**src/rtl/mmio_pkg.sv**
```systemverilog
// mmio_pkg: shared MMIO offsets, TX FSM state encodings and defaults for the UART slice
package mmio_pkg;
  localparam logic [3:0] OFF_HALT = 4'h0;
  localparam logic [3:0] OFF_TXD = 4'h4;
  localparam logic [3:0] OFF_STAT = 4'h8;
  localparam int DEF_CLKS_PER_BIT = 868;
  typedef enum logic [1:0] {
    S_IDLE = 2'd0,
    S_START = 2'd1,
    S_DATA = 2'd2,
    S_STOP = 2'd3
  } tx_state_t;
endpackage

```
**src/rtl/mmio_uart_tx_sync_fifo.sv**
```systemverilog
// sync_fifo: single-clock FIFO with wrap-bit pointers, show-ahead read data
module sync_fifo #(
  parameter int DW = 8,
  parameter int AW = 4
) (
  input  logic          clk,
  input  logic          rst,
  input  logic          i_push,
  input  logic [DW-1:0] i_data,
  input  logic          i_pop,
  output logic [DW-1:0] o_data,
  output logic          o_full,
  output logic          o_empty,
  output logic [AW:0]   o_count
);
  logic [DW-1:0] r_mem [2**AW];
  logic [AW:0] r_wr;
  logic [AW:0] r_rd;
  logic w_push;
  logic w_pop;
  assign o_count = r_wr - r_rd;
  assign o_full = o_count[AW];
  assign o_empty = o_count == '0;
  assign o_data = r_mem[r_rd[AW-1:0]];
  assign w_push = i_push && !o_full;
  assign w_pop = i_pop && !o_empty;
  // pointer update; the extra wrap bit tells full apart from empty
  always_ff @(posedge clk) begin
    if (!rst) begin
      r_wr <= '0;
      r_rd <= '0;
    end else begin
      if (w_push) r_wr <= r_wr + (AW+1)'(1);
      if (w_pop) r_rd <= r_rd + (AW+1)'(1);
    end
  end
  // storage array; contents are don't-care until written, so no reset
  always_ff @(posedge clk) begin
    if (w_push) r_mem[r_wr[AW-1:0]] <= i_data;
  end
endmodule

```
**src/rtl/mmio_uart_tx.sv**
```systemverilog
// mmio_uart_tx: MMIO UART transmitter with halt strobe; status register enabled by MMIO_UART_STATUS_EN
import mmio_pkg::*;
module mmio_uart_tx #(
  parameter int CLKS_PER_BIT = DEF_CLKS_PER_BIT,
  parameter int FIFO_AW = 4,
  parameter logic [31:0] BASE = 32'hf0000000
) (
  input  logic        clk,
  input  logic        rst,
  input  logic [31:0] mem_addr,
  input  logic        mem_oe,
  input  logic [31:0] mem_wdata,
  input  logic [3:0]  mem_we,
  output logic [31:0] mem_rdata,
  output logic        mem_ready,
  output logic        txd,
  output logic        halt
);
  localparam logic [15:0] CNT_MAX = 16'(CLKS_PER_BIT - 1);
  tx_state_t r_state;
  logic [15:0] r_cnt;
  logic [2:0] r_bit;
  logic [7:0] r_shift;
  logic r_txd;
  logic r_halt;
  logic r_ready;
  logic [31:0] r_rdata;
  logic w_sel;
  logic w_wr;
  logic w_rd;
  logic w_push_req;
  logic w_pop;
  logic w_full;
  logic w_empty;
  logic w_bit_end;
  logic w_unused;
  logic [3:0] w_off;
  logic [7:0] w_fifo_data;
  logic [FIFO_AW:0] w_count;
  logic [31:0] w_stat;
  assign w_sel = mem_oe && (mem_addr[31:28] == BASE[31:28]);
  assign w_off = mem_addr[3:0];
  assign w_wr = w_sel && (mem_we != 4'd0);
  assign w_rd = w_sel && (mem_we == 4'd0);
  assign w_push_req = w_wr && (w_off == OFF_TXD) && mem_we[0];
  assign w_bit_end = r_cnt == 16'd0;
  // Popping at the end of a stop bit chains frames with no idle gap
  assign w_pop = !w_empty && (r_state == S_IDLE || (r_state == S_STOP && w_bit_end));
  assign w_unused = &{1'b0, mem_addr[27:4], mem_wdata[31:8], w_count};
  sync_fifo #(.DW(8), .AW(FIFO_AW)) u_fifo (
    .clk(clk),
    .rst(rst),
    .i_push(w_push_req),
    .i_data(mem_wdata[7:0]),
    .i_pop(w_pop),
    .o_data(w_fifo_data),
    .o_full(w_full),
    .o_empty(w_empty),
    .o_count(w_count)
  );
`ifdef MMIO_UART_STATUS_EN
  logic r_ovf;
  // sticky overflow: set by a dropped push, cleared by any status write
  always_ff @(posedge clk) begin
    if (!rst) r_ovf <= 1'b0;
    else if (w_wr && w_off == OFF_STAT) r_ovf <= 1'b0;
    else if (w_push_req && w_full) r_ovf <= 1'b1;
  end
  assign w_stat = {22'd0, r_ovf, r_state != S_IDLE, w_empty, 7'(w_count)};
`else
  assign w_stat = '0;
`endif
  // bus side: registered read response and one-cycle halt strobe
  always_ff @(posedge clk) begin
    if (!rst) begin
      r_halt <= 1'b0;
      r_ready <= 1'b0;
      r_rdata <= '0;
    end else begin
      r_halt <= w_wr && (w_off == OFF_HALT);
      r_ready <= w_rd;
      r_rdata <= !w_rd ? '0 : w_off == OFF_TXD ? {31'd0, !w_full} : w_off == OFF_STAT ? w_stat : '0;
    end
  end
  // 8N1 serializer: start, 8 data bits LSB first, stop; txd is registered
  always_ff @(posedge clk) begin
    if (!rst) begin
      r_state <= S_IDLE;
      r_cnt <= '0;
      r_bit <= '0;
      r_shift <= '0;
      r_txd <= 1'b1;
    end else if (w_pop) begin
      r_state <= S_START;
      r_shift <= w_fifo_data;
      r_cnt <= CNT_MAX;
      r_txd <= 1'b0;
    end else if (r_state != S_IDLE) begin
      if (!w_bit_end) r_cnt <= r_cnt - 16'd1;
      else begin
        r_cnt <= CNT_MAX;
        case (r_state)
          S_START: begin
            r_state <= S_DATA;
            r_bit <= '0;
            r_txd <= r_shift[0];
          end
          S_DATA: begin
            if (r_bit == 3'd7) begin
              r_state <= S_STOP;
              r_txd <= 1'b1;
            end else begin
              r_bit <= r_bit + 3'd1;
              r_shift <= {1'b0, r_shift[7:1]};
              r_txd <= r_shift[1];
            end
          end
          default: r_state <= S_IDLE;
        endcase
      end
    end
  end
  assign mem_rdata = r_rdata;
  assign mem_ready = r_ready;
  assign txd = r_txd;
  assign halt = r_halt;
endmodule

```
**config.mk**
```make
export PLATFORM = sky130hd
export DESIGN_NAME = mmio_uart_tx
export DESIGN_NICKNAME = d
export VERILOG_FILES = /design/src/rtl/mmio_pkg.sv /design/src/rtl/mmio_uart_tx_sync_fifo.sv /design/src/rtl/mmio_uart_tx.sv
export SDC_FILE = /design/constraint.sdc
export NUM_CORES = 1
export LEC_CHECK = 0
export CORE_ASPECT_RATIO = 2
export CORE_MARGIN = 5
export CORE_UTILIZATION = 42
export DETAILED_ROUTE_END_ITERATION = 10
export SLEW_MARGIN = 20
export SYNTH_ARGS = -nofsm -noshare
export SYNTH_HDL_FRONTEND = slang
export SYNTH_SLANG_ARGS = --single-unit
```
**constraint.sdc**
```tcl
create_clock -name clk -period 3.3 [get_ports clk]
set_input_delay 0.825 -clock clk [delete_from_list [all_inputs] [get_ports clk]]
set_output_delay 0.825 -clock clk [all_outputs]
set_load 0.005 [all_outputs]
```
==> run metrics <==
outcome finished, final reports clean; Async SR Flop Fraction 0%; Worst setup SP type flop; n_diodes 0; fin. max-slew vios 0; antenna violations before repair 0; # H-tree levels 4; period utilisation layout 86.98%; routed len/inst 18.70 um; Hold Crit Class reg2reg; # IOs 106; post-route clock skew 11.77 ps; element type at the critical path end flop; # port buffers 26; Area contributors post-synth edfxtp_1, dfxtp_1, mux4_2; Post-Syn Area 7642 um2; final worst path period need 2870 ps; Initial Util 42.76%; sum of negative setup slack 0 ps; Finished Core Util 48.96%; CP required 3660 ps; DR iter-0 viols 275; ys flop type edfxtp_1; clock slew at reported path FFs 70 ps; Arr. time, crit path 3230 ps; DP Worst Slack 338.5 ps; Setup Viol. Count Final 0; Hold Vio Cnt, Final 0; final WL 15020 um; cts hold-fix bufs 0; crit path kind reg2reg; core footprint 17870 um2; Clk Latency, worst-skew pair 430 ps; RSZ-0062 raised after global routing no; Die ar. 21160 um2; vias 4260; GP Congestion 0.8178; Post-Synthesis Cells 529; vias in the first global route 4492; DRC 0; Core Rows 69; Slew headroom 58.38%; Yosys reg bits 175; top layer used by detailed routing met4; power density cells 708.9 nW/um2; Design Area, Final 8750 um2; Max Cap Violations 0; first-pass iteration count of the detailed router 4; Syn-to-layout area delta 14.49%; most common cell in the synthesized netlist edfxtp_1; DP Area 8147 um2; Leakage 2.968 nW; Slew @ Worst Pin 623.5 ps; Die H 200.8 um; Root Driver clkbuf_16; Post-CTS Repair Setup Buffers 0; post-synthesis sequential area ratio 62.61%; Met2 Routed Length 8954 um; syn avg cell area 14.45 um2; CTS tree yes; fmax 348.4 MHz; Worst Slack Setup Final 429.6 ps; largest net degree at the start of global routing 26; clk buf depth 2; Yosys top cell by area edfxtp_1; Tot Pwr 6.202 mW; Synth top area share 50.29%; vias per cell 5.305; routed wire length on met3 485 um; CTS Buf Count 17; Post-DP HPWL 11000 um; post_cts resized 0; DRT met1 WL 5145 um; Cell variety after synth 58; list of most frequent post-synthesis cells edfxtp_1, nor2_1, dfxtp_1; ratio of cells with drive above 1 in the final layout 17.63%; CTS Sinks 175; Post-synth EDFFs 128; Overflow after GRT 0; chip width 105.4 um; total track usage 14.94%; yosys warns 0; DRT antenna net count 0; first-pass GRT wire length 24030 um; Crit Path Max Fanout 9; VDD IR max 0.3999 mV; nets@finish 664
metal layers:
metal	vias to the layer above	GRT usage, %
met2	72	29.02
met3	26	3.508
met1	2124	14.43
met4	0	6.710
li1	2038	-
met5	-	0
worst paths after layout:
kind	from	to	slack, ps	cells after the start
min	r_shift[6]	r_shift[6]	460	1
max	u_fifo.r_wr[3]	r_shift[2]	430	8
max reg2reg	u_fifo.r_wr[3]	r_shift[2]	430	8
min reg2reg	r_shift[6]	r_shift[6]	460	1
layout make-up:
cell class,instances,area [um2]
tap,213,266.5
sequential,175,4786
fill,1515,9121
inverter,14,52.55
timing repair buffer,50,452.9
clock buffer,17,425.4
clock inverter,15,177.7
multi-input combinational,319,2589
logic make-up after synthesis:
kind of cell | Yosys count | synth area share, %
AO/OA/AOI/OAI | 59 | 5.681
XOR/XNOR | 19 | 2.177
adder cells (fa/ha/maj) | 16 | 2.619
buffers and inverters | 65 | 4.994
flip-flops | 175 | 62.61
multiplexers | 43 | 10.89
other | 1 | 0.04907
AND/OR/NAND/NOR | 151 | 10.99
placed cells by master, fill, tap and decap left out, drive strengths merged, types with 5 or more instances in the layout:
cell type,netlist,final
buf,41,24
inv,14,21
and4b,6,6
nand3,11,11
ha,16,16
conb,1,31
nor3b,8,8
nand4,5,5
a211o,7,7
xor2,6,6
nand2b,6,6
mux2i,10,10
nor4,6,6
a21oi,14,14
nor2,54,54
xnor2,13,13
nand2,22,22
clkdlybuf4s50,0,26
mux4,32,32
o21ai,19,19
dfxtp,47,47
nor3,15,15
clkbuf,10,17
edfxtp,128,128
through the flow:
step / hold slack [ps] / instances
6_report: 460.4 / 803
2_1_floorplan: 426.9 / 559
4_1_cts: 462.7 / 803
3_5_place_dp: 445.6 / 771
5_1_grt: 485.1 / 803
3_3_place_gp: 437.2 / 771
worst max-delay path, cell delays in order (launching register included):
cell and delay, ps:
dfxtp_1 540, ha_1 350, xnor2_1 180, a32oi_1 80
o22ai_2 240, nand4_1 370, o2bb2ai_1 250, a221oi_2 570
a211o_1 210
state kept, by name (all words and copies together) (netlist names), named ones only:
name	cells
u_fifo.r_mem	128
r_cnt	16
r_shift	8
u_fifo.r_rd	5
u_fifo.r_wr	5
r_bit	3
r_state	2
halt	1
mem_rdata	1
mem_ready	1
txd	1
power by group:
| part | internal [mW] | total [mW] | switching [mW] |
|---|---|---|---|
| Clock | 1.14 | 2.03 | 0.888 |
| Sequential | 2.48 | 2.64 | 0.159 |
| Combinational | 0.729 | 1.54 | 0.806 |
| Total | 4.35 | 6.20 | 1.85 |
No activity file was read; power rests on OpenSTA's default activity.
